`src/rtl/rr_stream_mux.sv`:
```
// rr_stream_mux: N_CH:1 valid/ready stream mux with round-robin arbitration and one registered output stage.
// Optional packet locking (in_last/out_last ports) is enabled by defining RR_MUX_PKT_LOCK_EN.
module rr_stream_mux #(
    parameter int unsigned N_CH  = 8,
    parameter int unsigned WIDTH = 8
) (
    input  logic                    clk,
    input  logic                    rst,
    input  logic [N_CH*WIDTH-1:0]   in_data,
    input  logic [N_CH-1:0]         in_valid,
    output logic [N_CH-1:0]         in_ready,
    output logic [WIDTH-1:0]        out_data,
    output logic [$clog2(N_CH)-1:0] out_sel,
    output logic                    out_valid,
    input  logic                    out_ready
`ifdef RR_MUX_PKT_LOCK_EN
    ,
    input  logic [N_CH-1:0]         in_last,
    output logic                    out_last
`endif
);

    localparam int unsigned SEL_W = $clog2(N_CH);
    localparam int unsigned PTR_W = SEL_W + 1;

    logic [WIDTH-1:0] word_a [N_CH];

    logic [SEL_W-1:0] rr_ptr_q,    rr_ptr_d;
    logic [WIDTH-1:0] out_data_q,  out_data_d;
    logic [SEL_W-1:0] out_sel_q,   out_sel_d;
    logic             out_valid_q, out_valid_d;
`ifdef RR_MUX_PKT_LOCK_EN
    logic             lock_q,      lock_d;
    logic             out_last_q,  out_last_d;
`endif

    logic             grant_vld_c;
    logic [SEL_W-1:0] grant_c;
    logic             can_load_c;
    logic             xfer_c;
    logic [SEL_W-1:0] ptr_next_c;

    for (genvar i = 0; i < N_CH; i++) begin : g_word
        assign word_a[i] = in_data[i*WIDTH +: WIDTH];
    end

    // Round-robin scan from rr_ptr upward; the sum is kept one bit wider so the wrap is exact for any N_CH.
    always_comb begin
        grant_vld_c = 1'b0;
        grant_c     = '0;
        for (int unsigned k = 0; k < N_CH; k++) begin
            logic [PTR_W-1:0] cand;
            cand = {1'b0, rr_ptr_q} + PTR_W'(k);
            if (cand >= PTR_W'(N_CH)) begin
                cand = cand - PTR_W'(N_CH);
            end
            if (!grant_vld_c && in_valid[SEL_W'(cand)]) begin
                grant_vld_c = 1'b1;
                grant_c     = SEL_W'(cand);
            end
        end
`ifdef RR_MUX_PKT_LOCK_EN
        // Mid-packet the grant stays on the channel of the last transfer, even if it is idle.
        if (lock_q) begin
            grant_vld_c = in_valid[out_sel_q];
            grant_c     = out_sel_q;
        end
`endif
    end

    assign can_load_c = !out_valid_q || out_ready;
    assign xfer_c     = grant_vld_c && can_load_c && !rst;
    assign ptr_next_c = (grant_c == SEL_W'(N_CH - 1)) ? '0 : grant_c + SEL_W'(1);

    always_comb begin
        in_ready = '0;
        if (xfer_c) begin
            in_ready[grant_c] = 1'b1;
        end
    end

    // Next state of the output register and arbiter pointer.
    always_comb begin
        rr_ptr_d    = rr_ptr_q;
        out_data_d  = out_data_q;
        out_sel_d   = out_sel_q;
        out_valid_d = out_valid_q;
`ifdef RR_MUX_PKT_LOCK_EN
        lock_d      = lock_q;
        out_last_d  = out_last_q;
`endif
        if (xfer_c) begin
            out_data_d  = word_a[grant_c];
            out_sel_d   = grant_c;
            out_valid_d = 1'b1;
            rr_ptr_d    = ptr_next_c;
`ifdef RR_MUX_PKT_LOCK_EN
            out_last_d  = in_last[grant_c];
            lock_d      = !in_last[grant_c];
            if (!in_last[grant_c]) begin
                rr_ptr_d = rr_ptr_q;
            end
`endif
        end else if (out_ready) begin
            out_valid_d = 1'b0;
        end
    end

    always_ff @(posedge clk) begin
        if (rst) begin
            rr_ptr_q    <= '0;
            out_data_q  <= '0;
            out_sel_q   <= '0;
            out_valid_q <= 1'b0;
`ifdef RR_MUX_PKT_LOCK_EN
            lock_q      <= 1'b0;
            out_last_q  <= 1'b0;
`endif
        end else begin
            rr_ptr_q    <= rr_ptr_d;
            out_data_q  <= out_data_d;
            out_sel_q   <= out_sel_d;
            out_valid_q <= out_valid_d;
`ifdef RR_MUX_PKT_LOCK_EN
            lock_q      <= lock_d;
            out_last_q  <= out_last_d;
`endif
        end
    end

    assign out_data  = out_data_q;
    assign out_sel   = out_sel_q;
    assign out_valid = out_valid_q;
`ifdef RR_MUX_PKT_LOCK_EN
    assign out_last  = out_last_q;
`endif

endmodule
```
`config.mk`:
```
export PLATFORM = sky130hd
export DESIGN_NAME = rr_stream_mux
export DESIGN_NICKNAME = d
export VERILOG_FILES = /design/src/rtl/rr_stream_mux.sv
export SDC_FILE = /design/constraint.sdc
export NUM_CORES = 1
export LEC_CHECK = 0
export CELL_PAD_IN_SITES_DETAIL_PLACEMENT = 1
export CELL_PAD_IN_SITES_GLOBAL_PLACEMENT = 2
export CORE_ASPECT_RATIO = 1.4
export CORE_MARGIN = 4
export CORE_UTILIZATION = 26
export DETAILED_ROUTE_END_ITERATION = 7
export PLACE_DENSITY = 0.85
export SLEW_MARGIN = 5
export SYNTH_ARGS = -nofsm -noshare
export SYNTH_HDL_FRONTEND = slang
export SYNTH_SLANG_ARGS = --single-unit
export TNS_END_PERCENT = 50
```
`constraint.sdc`:
```
create_clock -name clk -period 12.4 [get_ports clk]
set_clock_uncertainty 0.15 [all_clocks]
set_input_delay 2.48 -clock clk [delete_from_list [all_inputs] [get_ports clk]]
set_output_delay 2.48 -clock clk [all_outputs]
set_load 0.005 [all_outputs]
```
# [Word level (Yosys, flattened, before mapping)]
# Index checks and enable logic that the tools add are counted.
[classes] add_sub_neg=16 multipliers=0 div=0 n_lt_le_gt_ge=19 n_eq_ne=1 shift=0 mux=49 bitwise=1 reduce_logical=21
[ops] operator="two-way mux 3 bit" n=17
[ops] operator="< comparator 3 x 4 -> 1 bit (second input constant)" n=9
[ops] operator="greater-or-equal comparator 4 bit (second input constant)" n=8
[ops] operator="binary-select mux 1 bit (select 3 bit)" n=8
[ops] operator="binary-select mux 8 bit (select 3 bit)" n=1
[ops] operator="two-way mux 8 bit" n=3
[ops] operator="subtractor 3 x 1 -> 3 bit (second input constant)" n=8
[ops] operator="two-way mux 1 bit" n=19
[ops] operator="adder 3 x 3 -> 4 bit (second input constant)" n=4
[ops] operator="logical AND 1 bit" n=10
[ops] operator="logical NOT 1 bit" n=9
[ops] operator="adder 3 x 2 -> 4 bit (second input constant)" n=2
[ops] operator="adder 3 x 1 -> 4 bit (second input constant)" n=1
[ops] operator="greater-or-equal comparator 3 x 4 -> 1 bit (second input constant)" n=1
[ops] operator="inverter 3 -> 4 bit" n=1
[ops] operator="adder 3 x 1 -> 3 bit (second input constant)" n=1
[ops] operator="demux 1 bit (select 3 bit)" n=1
[ops] operator="== test 3 bit (second input constant)" n=1
[ops] operator="greater-or-equal comparator 3 x 1 -> 1 bit (second input constant)" n=1
[ops] operator="nonzero test 2 bit" n=1
[ops] operator="logical OR 1 bit" n=1
[totals] ff_bits=15 latch_bits=0 ramBits=0 rom_bits=0 inputBits=75 output_inout_bits=20 elab_cells=111 mem_count=0

# [Logic depth before layout (Yosys ltp)]
# Gate-level depths: netlist of run 1.
[logic_depth] depth_word=31 depth_mapped=19 ltp_nobuf=13

# [Worst setup path after synthesis of run 1]
# No wires, ideal clock.
[synth_path] path_type="input-to-output" start="in in_valid[1]" end="out in_ready[3]" arrival_time_ns=4.551 required_time_ns=9.770 slack_ns=5.219 path_stages=7 path_buffers=0 path_cell_list="mux4_2 mux2_4 or3_4 o21bai_1 a31o_2 nor2_1 and3_1"
[synth_between] elab_chain_cells=29 word_cells_on_any_way=54 classes_between="2 x order compare; 35 x mux; 17 x reduce/logical"
[synth_rtl] element="start: declaration" line="10" source="input logic [N_CH-1:0] in_valid,"
[synth_rtl] element="binary-select mux 1 bit (select 3 bit)" line="57" source="if (!grant_vld_c && in_valid[SEL_W'(cand)]) begin"
[synth_rtl] element="two-way mux 1 bit (implied by the code)" line="57"
[synth_rtl] element="two-way mux 1 bit" line="57"
[synth_rtl] element="logical NOT 1 bit" line="57"
[synth_rtl] element="logical AND 1 bit" line="57"
[synth_rtl] element="two-way mux 1 bit" line="57"
[synth_rtl] element="logical NOT 1 bit" line="57"
[synth_rtl] element="logical AND 1 bit" line="57"
[synth_rtl] element="[... 13 more ...]"
[synth_rtl] element="logical NOT 1 bit" line="57"
[synth_rtl] element="logical AND 1 bit" line="57"
[synth_rtl] element="two-way mux 3 bit" line="57"
[synth_rtl] element="< comparator 3 x 4 -> 1 bit (implied by the code) or greater-or-equal comparator 3 x 1 -> 1 bit (tied branches)" line="78" source="in_ready[grant_c] = 1'b1;"
[synth_rtl] element="logical AND 1 bit (implied by the code)" line="78"
[synth_rtl] element="two-way mux 1 bit (implied by the code)" line="78"
[synth_rtl] element="demux 1 bit (select 3 bit)" line="78"
[synth_rtl] element="two-way mux 8 bit (*)" line="77" source="if (xfer_c) begin"
[synth_rtl] element="end: declaration" line="11" source="output logic [N_CH-1:0] in_ready,"
# Mark *: on every way between the ends. The rest lies on a longest branch, timed or not. The select of a mux whose other input is x is not followed.

# [Final worst setup path of run 1]
[layout_path] start="in in_valid[1]" end="out in_ready[7]"
# The elaborated chain is that of the path after synthesis.

==> Implementation_results.wiki, run 1 <==
{| class="wikitable"
! Metric !! Value
|-
| Outcome || complete, no violations
|-
| Fin area || roughly 3200 um^2
|-
| Reported net switching power || ~0.37 mW
|-
| Worst slew pin tran || roughly 950 ps
|-
| H-tree depth || 1
|-
| Share of the clock period used by the worst path || 72.88%
|-
| Final sum of negative setup slack || 0 ps
|-
| Average cell area after synthesis || 9.327 um^2
|-
| Core Footprint || 8100 um^2
|-
| Part of the total power dissipated in sequential elements || 10.4%
|-
| Startpoint kind of the worst setup timing path || input port
|-
| Critical Path Fanout Max || 36
|-
| Post-Syn Nets || approximately 310
|-
| Fraction of met1 tracks used by global routing || between 10% and 20%
|-
| Share of power burned in the clock network || 8.2%
|-
| Worst-case setup margin in the final layout || between 3000 and 4000 ps
|-
| Die width || approximately 85 um
|-
| Cell Int Power || roughly 0.41 mW
|-
| Ratio of routed vias to standard cells || ~5.3
|-
| Post-CTS setup buffer count || 0
|-
| Post-detailed-route DRC marker count || 0
|-
| Count of endpoints failing setup in the final report || 0
|-
| Switching fraction of total power || 47.60%
|-
| Cell count after synthesis || 231
|-
| Reg-to-Reg End || out_data[5]
|-
| Detailed router's first-iteration violation count || between 80 and 90
|-
| Capturing element of the worst setup path || in_ready[7]
|-
| Commonest cells after routing, fill and taps aside || 94 x sky130_fd_sc_hd__clkdlybuf4s50_1, 46 x sky130_fd_sc_hd__mux2i_1, 18 x sky130_fd_sc_hd__nand2_1, 15 x sky130_fd_sc_hd__dfxtp_1, 12 x sky130_fd_sc_hd__nor2_1
|-
| Pleak || 1.159 nW
|-
| Portion of the post-synthesis area used by sequential elements || around 14%
|-
| Max transition margin || a little over a third
|-
| Number of cells on the worst reg-to-reg path || 11
|-
| Worst R2R Start || rr_ptr_q[1]
|-
| Antenna diode count || 0
|-
| Final layout net count || ~400
|-
| Distinct cell type count after synthesis || 56
|-
| TritonCTS Buffers || 3
|-
| Worst Hold Slack || 297.3 ps
|-
| Maximum clock rate || 0.1107 GHz
|-
| Total of flip-flops plus latches after synthesis || 15
|-
| Clock latency at the later pin of the worst-skew pair || approximately 250 ps
|-
| PortBufs || 94
|-
| Ys async rst share || 0%
|-
| Master cell of the clock root buffer || sky130_fd_sc_hd__clkbuf_16
|-
| Yosys warns || 0
|-
| Relative area change from synthesis to final layout || 48.03%
|-
| Last weighted congestion value of the routability-driven placer || between 0.7 and 0.8
|-
| Fin crit period || between 9000 and 10000 ps
|-
| Global route total overflow || 0
|-
| Slew Viols, Final || 0
|-
| Via count of the first global-routing pass || between 2k and 2.5k
|-
| Met2 usage in global routing || around 28%
|-
| Most heavily used metal layer in global routing || met2
|-
| Total Die Area || around 9800 um^2
|-
| Largest net degree at the start of global routing || 37
|-
| Final hold violation count || 0
|-
| First-pass DRT Iterations || 4
|-
| Leading cell type in the layout, fill and taps excluded || sky130_fd_sc_hd__clkdlybuf4s50_1
|-
| Most used flip-flop cell after synthesis || sky130_fd_sc_hd__dfxtp_1
|-
| Worst VDD drop || approximately 140 uV
|-
| Grt met3 use || ~4.1%
|-
| Overall Global Routing Usage || approximately 14%
|-
| Crit path arrival time || between 6000 and 7000 ps
|-
| Number of buffers on the longest clock path || 2
|-
| Power per standard cell area || between 200 and 250 nW/um^2
|-
| Crit Path Category || in2out
|-
| CP Launch Point || in_valid[1]
|-
| Clock tree from TritonCTS || built
|-
| Site row count || 39
|-
| Placed inst area || 3109 um^2
|-
| Detailed Route WL || roughly 7300 um
|-
| Resized Gates After CTS || 0
|-
| Overall power || roughly 0.8 mW
|-
| Data required time at the worst endpoint || slightly below 10000 ps
|-
| Initial antenna violation count || 0
|-
| First-pass GRT wire length || 11490 um
|-
| Number of nets with antenna violations after detailed routing || 0
|-
| Fraction of layout instances using a drive strength above 1 || a little under an eighth
|-
| Number of top-level design ports || 95
|-
| Post-placement setup slack || ~3400 ps
|-
| Via Count || roughly 2.2k
|-
| Logic gate share of total power || about four fifths
|-
| Number of enable-type register cells in the synthesized netlist || 0
|-
| Post-CTS Hold Fix Bufs || 0
|-
| # Max-Cap Violations || 0
|-
| Critical Path Sink Type || output port
|-
| Register clock-pin slew on the reported worst setup and hold paths || 50 ps
|-
| Type of the tightest min-delay check || reg2reg
|-
| Unrepaired setup endpoints after global routing || no
|-
| HPWL reported at the end of detailed placement || 6052 um
|-
| R2R setup slack || approximately 7000 ps
|-
| Netlist area before placement || 2155 um^2
|-
| Average detailed-routed wire length per instance || roughly 18 um
|-
| Total number of clock tree sinks || 15
|-
| Die Ht || between 100 and 150 um
|-
| Effective utilization at floorplan || roughly a quarter
|}
## flip-flops by register name, summed over array words and instances, names as in the netlist
name / cells
out_data: 8
out_sel: 3
rr_ptr_q: 3
out_valid: 1
## cell type report
class,instances,area [um^2]
fillers,990,4911
multi-input cells,190,1680
repair buffers,97,963.4
flip-flops and latches,15,300.3
well taps,102,127.6
clock buffers,3,75.07
inverters,10,37.54
clock inverters,1,5.005
## worst min path at each step
stage                     startpoint         end  slack (ps)  cells after the start
after floorplan           out_sel[1]  out_sel[1]         290                      2
after global placement    out_sel[1]  out_sel[1]         280                      2
after detailed placement  out_sel[1]  out_sel[1]         300                      2
after CTS                 out_sel[1]  out_sel[1]         300                      2
after global routing      out_sel[1]  out_sel[1]         330                      2
final                     out_sel[1]  out_sel[1]         300                      2
## synth_stat cells, types with 2 or more instances
cell / count / area [um^2]
sky130_fd_sc_hd__nor4_1: 3 / 18.77
sky130_fd_sc_hd__nand3_1: 4 / 20.02
sky130_fd_sc_hd__xnor2_1: 3 / 26.28
sky130_fd_sc_hd__nor2b_1: 3 / 18.77
sky130_fd_sc_hd__a22oi_1: 2 / 15.01
sky130_fd_sc_hd__buf_2: 2 / 10.01
sky130_fd_sc_hd__and3_1: 3 / 18.77
sky130_fd_sc_hd__a221o_1: 5 / 50.05
sky130_fd_sc_hd__a211oi_2: 3 / 37.54
sky130_fd_sc_hd__nand2_1: 18 / 67.56
sky130_fd_sc_hd__o22ai_1: 8 / 50.05
sky130_fd_sc_hd__o21ai_0: 5 / 25.02
sky130_fd_sc_hd__clkbuf_1: 3 / 11.26
sky130_fd_sc_hd__mux2_2: 4 / 45.04
sky130_fd_sc_hd__a21oi_1: 3 / 15.01
sky130_fd_sc_hd__inv_1: 10 / 37.54
sky130_fd_sc_hd__mux2_4: 2 / 30.03
sky130_fd_sc_hd__ha_1: 3 / 37.54
sky130_fd_sc_hd__nor3_1: 6 / 30.03
sky130_fd_sc_hd__a21o_1: 3 / 22.52
sky130_fd_sc_hd__a211o_1: 3 / 26.28
sky130_fd_sc_hd__mux2i_1: 46 / 460.4
sky130_fd_sc_hd__dfxtp_1: 15 / 300.3
sky130_fd_sc_hd__a211oi_1: 8 / 60.06
sky130_fd_sc_hd__or3_1: 3 / 18.77
sky130_fd_sc_hd__o21ai_1: 2 / 10.01
sky130_fd_sc_hd__a32oi_1: 3 / 26.28
sky130_fd_sc_hd__buf_6: 9 / 101.4
sky130_fd_sc_hd__mux4_2: 11 / 247.7
sky130_fd_sc_hd__nor2_1: 12 / 45.04
## per-stage QoR
stage,std cells,util (%)
after detailed placement,414,38.38
after CTS,418,39.37
final,418,39.37
after global placement,414,38.38
after global routing,418,39.37
after floorplan,231,-
## power by group through the flow
stage	clock network [mW]	registers, mW	logic (mW)
floorplan	0	0.0781	0.513
global placement	0	0.0818	0.636
detailed placement	0	0.0825	0.645
CTS	0.0662	0.0816	0.650
global route	0.0674	0.0838	0.702
finish	0.0640	0.0817	0.639
## per-layer routing
layer	routed length, um	share of wire [%]	vias up
li1	-	-	1076
met1	2647	36	1058
met5	0	0	-
met4	218	3.0	0
met3	598	8.1	14
met2	3883	53	87
## cells by family after synthesis
kind of cell	share of synthesized area, %
muxes	37.92
AOI/OAI and AO/OA	22.48
and+or+nand+nor	13.82
buffers and inverters	8.479
DFF	13.94
xor gates and xnor gates	1.626
adders and majority gates	1.742
## worst max-delay path, cell delays in order
cell and delay [ps]:
sky130_fd_sc_hd__clkdlybuf4s50_1 530, sky130_fd_sc_hd__mux4_2 570, sky130_fd_sc_hd__mux2i_1 440, sky130_fd_sc_hd__nand2_1 100
sky130_fd_sc_hd__nor3_1 420, sky130_fd_sc_hd__o21a_1 290, sky130_fd_sc_hd__a21o_2 760, sky130_fd_sc_hd__and3_1 280
sky130_fd_sc_hd__clkdlybuf4s50_1 510
Power figures use the tool's default switching activity.
==> run 2, diff against run 1 <==
--- a/config.mk
+++ b/config.mk
@@ -9,9 +9,9 @@
 export CELL_PAD_IN_SITES_GLOBAL_PLACEMENT = 2
 export CORE_ASPECT_RATIO = 1.4
 export CORE_MARGIN = 4
-export CORE_UTILIZATION = 26
+export CORE_UTILIZATION = 24
 export DETAILED_ROUTE_END_ITERATION = 7
-export PLACE_DENSITY = 0.85
+export PLACE_DENSITY = 0.79
 export SLEW_MARGIN = 5
 export SYNTH_ARGS = -nofsm -noshare
 export SYNTH_HDL_FRONTEND = slang
==> constraint.sdc (replaced) <==
create_clock -name clk -period 8.9 [get_ports clk]
set_clock_uncertainty 0.15 [all_clocks]
set_input_delay 1.78 -clock clk [delete_from_list [all_inputs] [get_ports clk]]
set_output_delay 1.78 -clock clk [all_outputs]
set_load 0.005 [all_outputs]
==> Implementation_results.wiki, run 2 (synthesized netlist as in run 1, its figures left out) <==
{| class="wikitable"
! Metric !! Value
|-
| Outcome || complete, no violations
|-
| Number of top-level design ports || 95
|-
| Data required time at the worst endpoint || roughly 7000 ps
|-
| Via count of the first global-routing pass || 2409
|-
| Average detailed-routed wire length per instance || between 15 and 20 um
|-
| Combined area of the multi-input logic cells || approximately 1700 um^2
|-
| Commonest cells after routing, fill and taps aside || 94 x sky130_fd_sc_hd__clkdlybuf4s50_1, 46 x sky130_fd_sc_hd__mux2i_1, 18 x sky130_fd_sc_hd__nand2_1, 15 x sky130_fd_sc_hd__dfxtp_1, 12 x sky130_fd_sc_hd__nor2_1
|-
| Pleak || between 1 and 1.5 nW
|-
| Final sum of negative setup slack || 0 ps
|-
| Total number of clock tree sinks || 15
|-
| Number of nets with antenna violations after detailed routing || 0
|-
| Relative area change from synthesis to final layout || 48.90%
|-
| H-tree depth || 1
|-
| Ratio of routed vias to standard cells || 5.270
|-
| Unrepaired setup endpoints after global routing || no
|-
| Die Ht || 120.1 um
|-
| Met2 usage in global routing || between 20% and 30%
|-
| Clock latency at the later pin of the worst-skew pair || 240 ps
|-
| Last weighted congestion value of the routability-driven placer || ~0.83
|-
| TritonCTS Buffers || 3
|-
| Critical Path Sink Type || output port
|-
| Post-placement setup slack || around 1500 ps
|-
| Leading cell type in the layout, fill and taps excluded || sky130_fd_sc_hd__clkdlybuf4s50_1
|-
| Final layout net count || 397
|-
| Overall Global Routing Usage || approximately 14%
|-
| Crit Path Category || in2out
|-
| Overall power || between 1 and 1.5 mW
|-
| Type of the tightest min-delay check || reg2reg
|-
| Maximum clock rate || roughly 0.13 GHz
|-
| Flip-flop count of the largest register after layout || 8
|-
| Core Footprint || 8658 um^2
|-
| HPWL reported at the end of detailed placement || between 6000 and 7000 um
|-
| Worst-case setup margin in the final layout || about 1400 ps
|-
| Final hold violation count || 0
|-
| Register clock-pin slew on the reported worst setup and hold paths || roughly 50 ps
|-
| Critical Path Fanout Max || 20
|-
| Max transition margin || between 50% and 60%
|-
| Sequential Area || approximately 300 um^2
|-
| Clock tree from TritonCTS || built
|-
| Startpoint kind of the worst setup timing path || input port
|-
| Post-detailed-route DRC marker count || 0
|-
| CP Launch Point || in_valid[1]
|-
| Global route total overflow || 0
|-
| Detailed router's first-iteration violation count || between 60 and 70
|-
| Power per standard cell area || roughly 340 nW/um^2
|-
| Worst slew pin tran || between 600 and 700 ps
|-
| Largest net degree at the start of global routing || 28
|-
| Count of endpoints failing setup in the final report || 0
|-
| Number of buffers on the longest clock path || 2
|-
| Effective utilization at floorplan || around 25%
|-
| Fin crit period || 7474 ps
|-
| Slew Viols, Final || 0
|-
| Crit path arrival time || about 5500 ps
|-
| Via Count || about 2.2k
|-
| Antenna diode count || 0
|-
| Post-CTS setup buffer count || 0
|-
| Worst VDD drop || between 150 and 200 uV
|-
| Master cell of the clock root buffer || sky130_fd_sc_hd__clkbuf_16
|-
| Grt met3 use || 3.434%
|-
| Fraction of layout instances using a drive strength above 1 || between 10% and 20%
|-
| Share of the clock period used by the worst path || 83.98%
|-
| Initial antenna violation count || 0
|-
| Die width || a little under 90 um
|-
| Site row count || 40
|-
| Total Die Area || 10580 um^2
|-
| Worst R2R Start || rr_ptr_q[1]
|-
| PortBufs || 94
|-
| First-pass GRT wire length || approximately 12000 um
|-
| Fraction of met1 tracks used by global routing || between 15 and 20%
|-
| # Max-Cap Violations || 0
|-
| R2R setup slack || 3690 ps
|-
| FILL cells || roughly 1.0k
|-
| Resized Gates After CTS || 0
|-
| First-pass DRT Iterations || 4
|-
| Start point of the worst hold path || out_sel[1]
|-
| Most heavily used metal layer in global routing || met2
|-
| Post-CTS Hold Fix Bufs || 0
|-
| Detailed Route WL || approximately 7400 um
|}
==> run 2: cell count changes in the layout (fill, tap and decap cells not counted), sizes merged <==
cell	change
buf	+2
==> run 2: final cells by class <==
class	instances	share of cell area, %
clock inverters	1	0.1560
clock buffers	3	2.340
repair buffers	99	30.50
flip-flops and latches	15	9.360
multi-input cells	190	52.38
inverters	10	1.170
well taps	105	4.095
==> run 2: path summary, 6_finish.rpt <==
| kind | endpoint | cells past startpoint |
|---|---|---|
| max | in_ready[1] | 11 |
| min | out_sel[1] | 2 |
| max reg2reg | out_data[2] | 12 |
| min reg2reg | out_sel[1] | 2 |
==> run 2: power by group <==
part | total (mW) | switching, mW | internal [mW] | leakage, nW
registers | 0.115 | 0.0208 | 0.0939 | 0.125
logic | 0.897 | 0.476 | 0.422 | 1.00
clock network | 0.0876 | 0.0276 | 0.0600 | 0.0409
==> run 2: through the flow <==
stage	util [%]	cell area, um^2	hold WS (ps)	std cells
final	37.05	3208	299.4	423
after global routing	37.05	3208	326.1	423
after CTS	37.05	3208	307.3	423
after detailed placement	36.13	3128	293.7	419
after global placement	36.13	3128	281.7	419
after floorplan	-	2155	288.8	231
==> run 2: routing by layer <==
layer | share of wire [%] | vias up | wire [um]
met5 | 0 | - | 0
met4 | 0.82 | 0 | 61
met3 | 7.6 | 4 | 562
met2 | 54 | 87 | 4009
met1 | 38 | 1055 | 2801
li1 | - | 1083 | -
==> run 2: worst max-delay path, stage by stage <==
cell and delay [ps]:
sky130_fd_sc_hd__clkdlybuf4s50_1 530, sky130_fd_sc_hd__mux4_2 580, sky130_fd_sc_hd__mux2i_1 440, sky130_fd_sc_hd__nand2_1 100
sky130_fd_sc_hd__nor3_1 460, sky130_fd_sc_hd__o32ai_1 230, sky130_fd_sc_hd__a211oi_4 240, sky130_fd_sc_hd__buf_4 310
sky130_fd_sc_hd__nand3_4 200, sky130_fd_sc_hd__nor2_1 150, sky130_fd_sc_hd__clkdlybuf4s50_1 520
